**src/rtl/cu_pkg.sv**
```systemverilog
// Shared compute-unit definitions for the shifter writeback/status stage.
//   CU_DATASIZE / CU_RFADDR : default result width and register-file index width
//   CU_WB_DEPTH             : default writeback buffer depth
//   wb_entry_t              : one pending writeback {addr, data}
//   ASTAT_*                 : bit positions of the shifter bits in the status vector
package cu_pkg;

    localparam int CU_DATASIZE = 16;
    localparam int CU_RFADDR   = 4;
    localparam int CU_WB_DEPTH = 2;

    typedef struct packed {
        logic [CU_RFADDR-1:0]   addr;
        logic [CU_DATASIZE-1:0] data;
    } wb_entry_t;

    localparam int ASTAT_SV = 0;
    localparam int ASTAT_SZ = 1;
    localparam int ASTAT_SS = 2;
    localparam int ASTAT_W  = 3;

endpackage

```
**src/rtl/shf_wb_fifo.sv**
```systemverilog
// Generic DEPTH-entry synchronous FIFO with per-entry peek.
//   clk, reset        : clock, synchronous active-high reset (discards contents)
//   push, push_data   : write an entry at the clock edge
//   pop               : drop the head entry at the clock edge (caller keeps it legal)
//   head, count, empty: oldest entry, occupancy, empty flag
//   peek[k], peek_v[k]: entry k positions after the head (k=0 oldest) and its valid bit
module shf_wb_fifo #(
    parameter int W     = 20,
    parameter int DEPTH = 2,
    localparam int AW   = (DEPTH > 1) ? $clog2(DEPTH) : 1
) (
    input  logic          clk,
    input  logic          reset,
    input  logic          push,
    input  logic [W-1:0]  push_data,
    input  logic          pop,
    output logic [W-1:0]  head,
    output logic [AW:0]   count,
    output logic          empty,
    output logic [W-1:0]  peek [DEPTH],
    output logic [DEPTH-1:0] peek_v
);

    logic [W-1:0]  mem [DEPTH];
    logic [AW-1:0] rd_ptr_reg;
    logic [AW-1:0] wr_ptr_reg;
    logic [AW:0]   count_reg;

    // Pointers are exactly log2(DEPTH) bits, so increment wraps modulo DEPTH.
    always_ff @(posedge clk) begin
        if (reset) begin
            rd_ptr_reg <= '0;
            wr_ptr_reg <= '0;
            count_reg  <= '0;
        end else begin
            if (push) wr_ptr_reg <= wr_ptr_reg + 1'b1;
            if (pop)  rd_ptr_reg <= rd_ptr_reg + 1'b1;
            case ({push, pop})
                2'b10:   count_reg <= count_reg + 1'b1;
                2'b01:   count_reg <= count_reg - 1'b1;
                default: count_reg <= count_reg;
            endcase
        end
    end

    // Storage carries no reset; occupancy alone decides what is valid.
    // Push+pop on a full buffer writes the slot being released this edge.
    always_ff @(posedge clk) begin
        if (push) mem[wr_ptr_reg] <= push_data;
    end

    assign head  = mem[rd_ptr_reg];
    assign count = count_reg;
    assign empty = (count_reg == '0);

    // Entries presented in age order so the consumer can pick the youngest match.
    generate
        for (genvar gi = 0; gi < DEPTH; gi++) begin : g_peek
            logic [AW-1:0] idx;
            assign idx        = rd_ptr_reg + AW'(gi);
            assign peek[gi]   = mem[idx];
            assign peek_v[gi] = (count_reg > (AW+1)'(gi));
        end
    endgenerate

endmodule

```
**src/rtl/shf_wb_stat.sv**
```systemverilog
// Shifter writeback and status stage.
// Captures the shifter result one cycle after issue, buffers it with its
// destination index, drains it into the register-file write port when free,
// keeps ASTAT SV/SZ and sticky SV, and forwards pending results.
//   ps_shf_en/ps_shf_rd        : issue strobe and destination register
//   shf_xb_dt/shf_ps_sv/_sz    : shifter result and flags, valid the cycle after issue
//   rf_wp_busy                 : write port taken by another unit
//   ps_stky_clr                : clear sticky overflow
//   ps_rd_x/ps_rd_y            : operand read indices to check for forwarding
//   wb_rf_we/_addr/_dt         : register-file write port
//   wb_ps_full                 : sequencer must not issue
//   wb_fwd_x_hit/_y_hit/_dt    : forwarding result
//   wb_ps_sv/_sz/_ss           : ASTAT shifter bits
module shf_wb_stat
    import cu_pkg::*;
#(
    parameter int DATASIZE = CU_DATASIZE,
    parameter int RFADDR   = CU_RFADDR,
    parameter int DEPTH    = CU_WB_DEPTH
) (
    input  logic                clk,
    input  logic                reset,
    input  logic                ps_shf_en,
    input  logic [RFADDR-1:0]   ps_shf_rd,
    input  logic [DATASIZE-1:0] shf_xb_dt,
    input  logic                shf_ps_sv,
    input  logic                shf_ps_sz,
    input  logic                rf_wp_busy,
    input  logic                ps_stky_clr,
    input  logic [RFADDR-1:0]   ps_rd_x,
    input  logic [RFADDR-1:0]   ps_rd_y,
    output logic                wb_rf_we,
    output logic [RFADDR-1:0]   wb_rf_addr,
    output logic [DATASIZE-1:0] wb_rf_dt,
    output logic                wb_ps_full,
    output logic                wb_fwd_x_hit,
    output logic                wb_fwd_y_hit,
    output logic [DATASIZE-1:0] wb_fwd_dt,
    output logic                wb_ps_sv,
    output logic                wb_ps_sz,
    output logic                wb_ps_ss
);

    localparam int EW = RFADDR + DATASIZE;
    localparam int AW = (DEPTH > 1) ? $clog2(DEPTH) : 1;
    localparam int CW = AW + 1;

    logic                iss_v_reg;
    logic [RFADDR-1:0]   iss_rd_reg;
    logic [ASTAT_W-1:0]  astat_reg;

    logic [EW-1:0]       head;
    logic [CW-1:0]       count;
    logic                empty;
    logic [EW-1:0]       peek [DEPTH];
    logic [DEPTH-1:0]    peek_v;
    logic                pop;

    shf_wb_fifo #(
        .W     (EW),
        .DEPTH (DEPTH)
    ) u_fifo (
        .clk       (clk),
        .reset     (reset),
        .push      (iss_v_reg),
        .push_data ({iss_rd_reg, shf_xb_dt}),
        .pop       (pop),
        .head      (head),
        .count     (count),
        .empty     (empty),
        .peek      (peek),
        .peek_v    (peek_v)
    );

    // No write may escape while reset is discarding the buffer.
    assign pop        = ~reset & ~empty & ~rf_wp_busy;
    assign wb_rf_we   = pop;
    assign wb_rf_addr = empty ? '0 : head[EW-1:DATASIZE];
    assign wb_rf_dt   = empty ? '0 : head[DATASIZE-1:0];

    // DEPTH-1 already counts as full because one op may still sit in iss_v.
    assign wb_ps_full = (count == CW'(DEPTH - 1)) |
                        ((count == CW'(DEPTH)) & ~pop);

    always_ff @(posedge clk) begin
        if (reset) begin
            iss_v_reg  <= 1'b0;
            iss_rd_reg <= '0;
            astat_reg  <= '0;
        end else begin
            iss_v_reg  <= ps_shf_en;
            iss_rd_reg <= ps_shf_rd;
            if (iss_v_reg) begin
                astat_reg[ASTAT_SV] <= shf_ps_sv;
                astat_reg[ASTAT_SZ] <= shf_ps_sz;
            end
            // A new overflow beats a coincident clear.
            if (iss_v_reg && shf_ps_sv)
                astat_reg[ASTAT_SS] <= 1'b1;
            else if (ps_stky_clr)
                astat_reg[ASTAT_SS] <= 1'b0;
        end
    end

    assign wb_ps_sv = astat_reg[ASTAT_SV];
    assign wb_ps_sz = astat_reg[ASTAT_SZ];
    assign wb_ps_ss = astat_reg[ASTAT_SS];

    // Forwarding: scan buffer oldest to youngest so later matches override,
    // then let the in-flight capture override everything.
    logic                x_hit, y_hit;
    logic [DATASIZE-1:0] x_dt, y_dt;

    always_comb begin
        x_hit = 1'b0;
        y_hit = 1'b0;
        x_dt  = '0;
        y_dt  = '0;
        for (int k = 0; k < DEPTH; k++) begin
            if (peek_v[k] && (peek[k][EW-1:DATASIZE] == ps_rd_x)) begin
                x_hit = 1'b1;
                x_dt  = peek[k][DATASIZE-1:0];
            end
            if (peek_v[k] && (peek[k][EW-1:DATASIZE] == ps_rd_y)) begin
                y_hit = 1'b1;
                y_dt  = peek[k][DATASIZE-1:0];
            end
        end
        if (iss_v_reg && (iss_rd_reg == ps_rd_x)) begin
            x_hit = 1'b1;
            x_dt  = shf_xb_dt;
        end
        if (iss_v_reg && (iss_rd_reg == ps_rd_y)) begin
            y_hit = 1'b1;
            y_dt  = shf_xb_dt;
        end
    end

    assign wb_fwd_x_hit = x_hit;
    assign wb_fwd_y_hit = y_hit;
    assign wb_fwd_dt    = x_hit ? x_dt : (y_hit ? y_dt : '0);

endmodule

```
**config.mk**
```make
export PLATFORM = sky130hd
export DESIGN_NAME = shf_wb_stat
export DESIGN_NICKNAME = d
export VERILOG_FILES = /design/src/rtl/cu_pkg.sv /design/src/rtl/shf_wb_fifo.sv /design/src/rtl/shf_wb_stat.sv
export SDC_FILE = /design/constraint.sdc
export NUM_CORES = 1
export LEC_CHECK = 0
export CORE_MARGIN = 1.5
export CORE_UTILIZATION = 30
export CTS_BUF_LIST = sky130_fd_sc_hd__clkbuf_8
export CTS_CLUSTER_SIZE = 40
export DETAILED_ROUTE_END_ITERATION = 10
export GPL_TIMING_DRIVEN = 1
export SYNTH_ARGS = -nofsm -noshare
export SYNTH_HDL_FRONTEND = slang
export SYNTH_SLANG_ARGS = --single-unit
export TNS_END_PERCENT = 10
```
**constraint.sdc**
```tcl
create_clock -name clk -period 6.83 [get_ports clk]
set_input_delay 1.0245 -clock clk [delete_from_list [all_inputs] [get_ports clk]]
set_output_delay 1.0245 -clock clk [all_outputs]
set_load 0.05 [all_outputs]
```
== Word-level counts from Yosys, hierarchy flattened ==
Memories as Yosys holds them, arrays and structs flattened. A register that Yosys moved wholly into a read port is not among the register bits.
Index checks and enable logic that the tools add are counted.

* Bits in registers: 12
* Memory bits (writable): 40
* Bits of input ports: 35
* Output and inout bits: 43
* Word-level logic and storage cells: 65
* Memories: 1

{| class="wikitable"
|+ Memories
! memory !! words !! bits a word !! read ports !! clocked after Yosys merged registers in !! write ports !! RTL line !! source
|-
| u_fifo.mem || 2 || 20 || 2 || 1 || 1 || shf_wb_fifo.sv:24 || <nowiki>logic [W-1:0] mem [DEPTH];</nowiki>
|}

* Add/sub/neg operators: 4
* Order comparisons: 2
* Equality and inequality tests: 10
* Multiplexer cells: 23
* Bitwise gates (word level): 8
* Reductions and logical operators: 10

{| class="wikitable"
|+ Operators with widths
! cell !! number
|-
| two-way mux 16 bit || 9
|-
| == test 4 bit || 6
|-
| two-way mux 1 bit || 12
|-
| logical AND 1 bit || 7
|-
| == test 2 x 1 -> 1 bit (second input constant) || 2
|-
| == test 2 bit (second input constant) || 2
|-
| greater-than comparator 2 x 1 -> 1 bit (second input constant) || 2
|-
| two-way mux 4 bit || 1
|-
| NOT 1 bit || 4
|-
| one-hot mux 2 bit (2 select lines) || 1
|-
| nonzero test 2 bit || 2
|-
| bitwise AND 1 bit || 3
|-
| adder 1 bit (second input constant) || 2
|-
| adder 2 x 1 -> 2 bit (second input constant) || 1
|-
| logical NOT 2 bit || 1
|-
| subtractor 2 x 1 -> 2 bit (second input constant) || 1
|-
| OR 1 bit || 1
|}

== Longest topological paths before layout ==
Gate-level depths: netlist of run 1.
An unclocked memory read counts as a cell.

* Word-level depth: 8
* Depth in mapped cells: 11
* Gate-level depth less buffers: 8

== By module ==
Synthesis of run 1 repeated with hierarchy kept, for this count alone.

* Cells, all modules: 348
* Area, all modules: 3,629.7 um2

{| class="wikitable"
|+ By module, submodules not included
! module !! instances !! cells an instance !! area each (um2) !! sequential area each (um2)
|-
| shf_wb_fifo || 1 || 130 || 2,077.0 || 1,301.2
|-
| shf_wb_stat || 1 || 218 || 1,552.7 || 160.2
|}

== Least setup slack after synthesis of run 1 ==
OpenSTA, ideal clock, no wires.

* Path kind: in2out
* From: input ps_rd_y[2]
* To: output wb_fwd_dt[14]
* Arrival: 3,710 ps
* Data required time: 5,806 ps
* Setup slack: 2,096 ps
* Cell stages on the path: 7
* Buffers on the path: 1
* Cells stage by stage: or3b_2 -> mux2i_1 -> nand4_2 -> nand3b_1 -> nand2b_1 -> buf_2 -> o32ai_1

* Cells in the longest elaborated chain, start to end: 7
* Elaborated cells between the ends (all ways): 14
* Classes of those cells: 3 x eq/ne; 8 x mux; 3 x reduce/logical

{| class="wikitable"
|+ RTL lines
! element !! RTL line !! source
|-
| start: declaration || shf_wb_stat.sv:31 || <nowiki>input logic [RFADDR-1:0] ps_rd_y,</nowiki>
|-
| == test 4 bit || shf_wb_stat.sv:124 || <nowiki>if (peek_v[k] && (peek[k][EW-1:DATASIZE] == ps_rd_y)) begin</nowiki>
|-
| logical AND 1 bit || shf_wb_stat.sv:124 ||
|-
| two-way mux 1 bit (2 in a row) || shf_wb_stat.sv:124 ||
|-
| two-way mux 1 bit (*) || shf_wb_stat.sv:133 || <nowiki>if (iss_v_reg && (iss_rd_reg == ps_rd_y)) begin</nowiki>
|-
| net wb_fwd_y_hit || shf_wb_stat.sv:37 || <nowiki>output logic wb_fwd_y_hit,</nowiki>
|-
| two-way mux 16 bit (*) (2 in a row) || shf_wb_stat.sv:141 || <nowiki>assign wb_fwd_dt = x_hit ? x_dt : (y_hit ? y_dt : '0);</nowiki>
|-
| end: declaration || shf_wb_stat.sv:38 || <nowiki>output logic [DATASIZE-1:0] wb_fwd_dt,</nowiki>
|}

Mark *: on every way through the listed nets, which the timed path passes. The rest lies on a longest branch.

== Worst setup path after layout of run 1 ==
* From: input ps_rd_x[1]
* To: output wb_fwd_dt[4]

* Cells in the longest elaborated chain, start to end: 6
* Elaborated cells between the ends (all ways): 13
* Classes of those cells: 3 x eq/ne; 7 x mux; 3 x reduce/logical

{| class="wikitable"
|+ RTL lines
! element !! RTL line !! source
|-
| start: declaration || shf_wb_stat.sv:30 || <nowiki>input logic [RFADDR-1:0] ps_rd_x,</nowiki>
|-
| == test 4 bit || shf_wb_stat.sv:120 || <nowiki>if (peek_v[k] && (peek[k][EW-1:DATASIZE] == ps_rd_x)) begin</nowiki>
|-
| logical AND 1 bit || shf_wb_stat.sv:120 ||
|-
| two-way mux 16 bit / two-way mux 1 bit (equally long branches) (2 in a row) || shf_wb_stat.sv:120 ||
|-
| two-way mux 16 bit / two-way mux 1 bit (equally long branches) || shf_wb_stat.sv:129 || <nowiki>if (iss_v_reg && (iss_rd_reg == ps_rd_x)) begin</nowiki>
|-
| two-way mux 16 bit (*) || shf_wb_stat.sv:141 ||
|}

Mark *: on every way between the ends. The rest lies on a longest branch, timed or not.

==> flow_metrics.py, run 1 <==
metrics = {
    "cells_and_area": {
        "antenna_cells": 0,
        "final_net_count": 406,
        "area_growth_pct": 27.97,
        "utilization_pct": 39.38,
        "drive_gt1_share_pct": 15.22,
        "largest_reg_flops": 40,
    },
    "worst_setup_path": {
        "worstRegToRegCells": 7,
        "r2r-start": "u_fifo.count[1]$_SDFFE_PP0P_",
        "crit_type": "in -> out",
        "r2r_end": "u_fifo.count[0]$_SDFFE_PP0P_",
        "r2r_slack_ns": 4.87,
        "crit_start": "ps_rd_x[1]",
        "crit_fanout": 18,
        "cp-end-kind": "output pin",
        "worstPathArrival_ns": 4.51,
        "cp-start-kind": "input pin",
        "crit_required_ns": 5.81,
    },
    "drt": {
        "drcViolationCount": 0,
        "drt-pass1-iter-count": 5,
        "num_vias": 2666,
        "routedWlPerCell_um": 17.99,
        "vias_per_cell": 5.248,
        "final_antenna_net_count": 0,
        "top_layer": "met4",
        "wirelength_met1_um": 3894,
        "routed_wl_um": 9137,
        "drtIter0Drc": 268,
        "wl_met2_um": 4370,
        "wl_met3_um": 689,
    },
    "power_and_ir_drop": {
        "power_density_mw_per_mm2": 206.2,
        "totalPowerFinal_uw": 884.0,
        "p_leak_nw": 1.425,
        "ir_drop_v": 0.0001295,
    },
    "sta": {
        "grt_setup_unrepaired": "no",
        "fin_crit_ns": 5.538,
        "post-route-period-util_pct": 81.08,
        "fmax_mhz": 180.6,
        "setup_viol": 0,
        "relSlewSlack_pct": 20.50,
        "finalHoldViolCount": 0,
        "tightest_slew_ns": 1.191,
        "finClkSkew_ns": 0.008277,
        "setup-tns-final_ns": 0,
        "slew_viol_final": 0,
    },
    "worst_hold_path": {
        "hold_path_end": "astat_reg[0]$_SDFFE_PP0P_",
        "worstHoldPathCells": 2,
        "min_path_type": "reg -> reg",
        "min_from": "astat_reg[0]$_SDFFE_PP0P_",
    },
    "flow_run": {
        "cap_violations": 0,
    },
    "clock_tree": {
        "clkSlewWorstSetupHoldPaths_ns": 0.09,
        "h-tree-depth": 2,
        "root_buffer": "clkbuf_8",
        "cts_setup_buffers": 0,
        "clock_sinks": 53,
        "hold_buffers": 0,
        "cts_resized": 0,
        "numCtsBuffers": 5,
        "cts_tree": "yes",
        "clk_path_buf_depth": 2,
        "clk_latency_ns": 0.31,
    },
    "global_route": {
        "globalRouteTotalUtil_pct": 15.76,
        "grt-ovfl-total": 0,
        "grt_start_max_net_pins": 28,
        "grt_pass1_wl_um": 14230,
        "antenna_found_initial": 0,
        "grt_pass1_vias": 2749,
    },
    "yosys": {
        "avgSynthCellArea_um2": 11.21,
        "ys_ff_latch": 53,
        "async_reset_ff_share_pct": 0,
        "syn_inst": 299,
        "syn_area_mm2": 0.003351,
        "yosysMostFrequentCell": "edfxtp_1",
        "synth_top_area_share_pct": 35.85,
        "synth-seq-area-share_pct": 43.61,
        "synth_edf_count": 40,
        "synth_area_leaders": "edfxtp_1 (36%), mux2_2 (11%), dfxtp_1 (7.8%), nor2b_1 (6.5%), xor2_1 (4.7%)",
        "synth_top_area_cell": "edfxtp_1",
        "ys_types": 42,
        "synth_flop_cell": "edfxtp_1",
        "syn_nets": 338,
        "ys_top_cells_by_count": "edfxtp_1 (40), nor2b_1 (35), mux2_2 (32), nor2_1 (28), xor2_1 (18)",
        "synth_warnings": 0,
    },
    "floorplanning": {
        "die_h_um": 108.7,
        "die_area_mm2": 0.01181,
        "core_mm2": 0.01089,
        "num_rows": 38,
        "start_util_pct": 30.77,
        "io_pins": 78,
        "die_w_um": 108.7,
    },
    "place": {
        "place_congestion": 0.7893,
        "portBuffers": 77,
        "hpwlAfterDp_um": 6129,
    },
    "run_status": {
        "status": "completed",
    },
}
==> cell families after synthesis <==
kind of cell	Yosys count	share of synthesized area, %
multiplexers	45	15.05
adder cells (fa/ha/maj)	4	1.494
flip-flops	53	43.61
buffers and inverters	25	4.481
AO/OA/AOI/OAI	55	12.55
AND/OR/NAND/NOR	94	16.80
XOR/XNOR	23	6.012
==> stage by stage <==
step	hold WS (ns)	cells	setup slack [ns]	cell area, µm²
after floorplan	0.4863	299	2.096	3351
after global placement	0.4519	500	1.387	4202
after detailed placement	0.4588	500	1.341	4202
after CTS	0.4783	508	1.338	4288
after global routing	0.5048	508	1.151	4288
final	0.4757	508	1.292	4288
==> per-layer routing <==
| metal | vias to the layer above | GRT usage [%] |
|---|---|---|
| li1 | 1267 | - |
| met1 | 1279 | 20.08 |
| met2 | 108 | 26.91 |
| met3 | 12 | 2.750 |
| met4 | 0 | 5.357 |
| met5 | - | 0 |
==> layout by cell type (no fill, tap or decap), types with 11 or more instances in the layout <==
cell	count
a211oi_1	15
a222oi_1	15
clkdlybuf4s50_1	77
dfxtp_1	13
edfxtp_1	40
mux2_2	32
mux2i_1	11
nor2_1	27
nor2b_1	35
o22ai_1	15
xor2_1	18
==> worst max-delay path: stages <==
cell,delay [ns]
clkdlybuf4s50_1,0.49
or3b_1,0.40
mux2i_1,0.18
nand4_2,0.49
nand3_1,0.28
nand2b_1,0.64
o22ai_1,0.25
clkdlybuf4s50_1,0.75
==> worst max path at each step <==
stage,endpoint,slack (ns),cells past startpoint
detailed placement,wb_fwd_dt[4],1.34,8
global placement,wb_fwd_dt[14],1.39,8
floorplan,wb_fwd_dt[14],2.10,7
finish,wb_fwd_dt[4],1.29,8
CTS,wb_fwd_dt[14],1.34,8
global route,wb_fwd_dt[5],1.15,8
==> power breakdown <==
part           internal, mW  switching (mW)  total, mW
Combinational         0.126           0.199      0.326
Clock                0.0708           0.109      0.179
Sequential            0.362          0.0166      0.379
==> area by class of cell <==
cell class,count,area [µm²]
multi-input combinational,221,1742
clock buffer,5,68.82
sequential,53,1461
inverter,4,15.01
clock inverter,3,17.52
tap,140,175.2
timing repair buffer,82,808.3
fill,1059,6600
(Power assumes the default switching activity.)
==> run 2, diff against run 1 <==
Clock period 6.83 ns to 4.45 ns, I/O delays scaled along.
==> run 2 against run 1 <==
Clock power rose by 53%. Worst setup slack got worse by 0.84 ns. First-iteration DRC count fell by 30%. Power rose by 57%. Count of clock-buffer cells in the layout did not move. Sequential power rose by 54%. Global-route usage rose by 0.10 points. Sequential cell count did not move. Critical path depth rose by 1. Hold slack got worse by 0.0034 ns. Largest cell class unchanged. Highest routed layer unchanged.
==> flow_metrics.py, run 2 (synthesized netlist as in run 1, its figures left out) <==
metrics = {
    "cells_and_area": {
        "final_net_count": 414,
        "final_cells": 516,
        "seqCellArea_mm2": 0.001461,
        "design_area_mm2": 0.004512,
        "most-common-layout-cells": "clkdlybuf4s50_1 (61), edfxtp_1 (40), nor2b_1 (35)",
        "multi_input_area_mm2": 0.001742,
        "final_common_cell": "clkdlybuf4s50_1",
        "largest_reg_flops": 40,
        "n_fill_cell": 1063,
        "area_growth_pct": 34.65,
        "drive_gt1_share_pct": 21.28,
        "utilization_pct": 41.44,
        "antenna_cells": 0,
    },
    "worst_setup_path": {
        "crit_start": "ps_rd_y[2]",
        "r2r_slack_ns": 2.48,
        "worstPathArrival_ns": 3.33,
        "crit_required_ns": 3.78,
        "r2r-start": "u_fifo.count[1]$_SDFFE_PP0P_",
        "cp-end-kind": "output pin",
        "cp-start-kind": "input pin",
        "crit_fanout": 9,
        "crit_type": "in -> out",
    },
    "power_and_ir_drop": {
        "ir_drop_v": 0.0001402,
        "power_density_mw_per_mm2": 306.9,
        "totalPowerFinal_mw": 1.385,
        "p_leak_nw": 1.541,
    },
    "sta": {
        "setup-tns-final_ns": 0,
        "slew_viol_final": 0,
        "fmax_mhz": 250.5,
        "finalHoldViolCount": 0,
        "grt_setup_unrepaired": "no",
        "tightest_slew_ns": 1.044,
        "post-route-period-util_pct": 89.72,
        "finClkSkew_ns": 0.008179,
        "fin_crit_ns": 3.993,
        "setup_ws_ns": 0.4573,
        "holdWs_ns": 0.4723,
        "setup_viol": 0,
        "relSlewSlack_pct": 30.39,
    },
    "place": {
        "dp.cells": 508,
        "hpwlAfterDp_um": 6723,
        "post-place-ws_ns": 0.5418,
        "postPlaceCellArea_mm2": 0.004422,
        "portBuffers": 77,
        "place_congestion": 0.8298,
    },
    "clock_tree": {
        "clk_latency_ns": 0.31,
        "cts_setup_buffers": 0,
        "cts_resized": 0,
        "h-tree-depth": 2,
        "hold_buffers": 0,
        "clkSlewWorstSetupHoldPaths_ns": 0.10,
        "root_buffer": "clkbuf_8",
        "cts_tree": "yes",
        "clk_path_buf_depth": 2,
        "numCtsBuffers": 5,
        "clock_sinks": 53,
    },
    "floorplanning": {
        "io_pins": 78,
        "die_w_um": 108.7,
        "start_util_pct": 30.77,
        "core_mm2": 0.01089,
        "die_area_mm2": 0.01181,
        "die_h_um": 108.7,
        "num_rows": 38,
    },
    "run_status": {
        "status": "completed",
    },
    "drt": {
        "drcViolationCount": 0,
        "drt-pass1-iter-count": 9,
        "vias_per_cell": 5.221,
        "drtIter0Drc": 188,
        "routed_wl_um": 9069,
        "routedWlPerCell_um": 17.58,
        "final_antenna_net_count": 0,
        "num_vias": 2694,
    },
    "global_route": {
        "grt_pass1_wl_um": 14380,
        "grt-ovfl-total": 0,
        "globalRouteTotalUtil_pct": 15.86,
        "antenna_found_initial": 0,
        "grt_pass1_vias": 2828,
        "grt_start_max_net_pins": 21,
    },
    "flow_run": {
        "cap_violations": 0,
    },
    "worst_hold_path": {
        "min_path_type": "reg -> reg",
        "min_from": "astat_reg[0]$_SDFFE_PP0P_",
    },
}
run 2: worst paths after layout:
kind / to / depth (start not counted)
setup / recovery: wb_fwd_dt[10] / 9
setup reg to reg: u_fifo.count[1]$_SDFFE_PP0P_ / 8
hold reg to reg: astat_reg[0]$_SDFFE_PP0P_ / 2
hold / removal: astat_reg[0]$_SDFFE_PP0P_ / 2
run 2: cell type report:
| cell class | instances | share of cell area [%] |
|---|---|---|
| multi-input combinational | 221 | 38.60 |
| sequential | 53 | 32.39 |
| timing repair buffer | 90 | 22.80 |
| tap | 140 | 3.882 |
| clock buffer | 5 | 1.525 |
| clock inverter | 3 | 0.4714 |
| inverter | 4 | 0.3328 |
run 2: where the power goes:
part	leakage [nW]	switching (mW)	internal [mW]
sequential	0.476	0.0278	0.556
combinational	1.02	0.311	0.217
clock	0.0407	0.162	0.111
run 2: metal layers:
metal,part of all wire (%),GRT usage [%]
met1,43,19.11
met2,50,28.30
met3,5.3,2.570
met4,1.9,5.921
met5,0,0
run 2: worst max-delay path: stages:
cell,delay (ns)
clkdlybuf4s50_1,0.50
or3b_2,0.48
mux2i_1,0.26
nand4_2,0.19
nor2_2,0.33
buf_4,0.25
a222oi_1,0.09
o22ai_1,0.37
buf_12,0.19
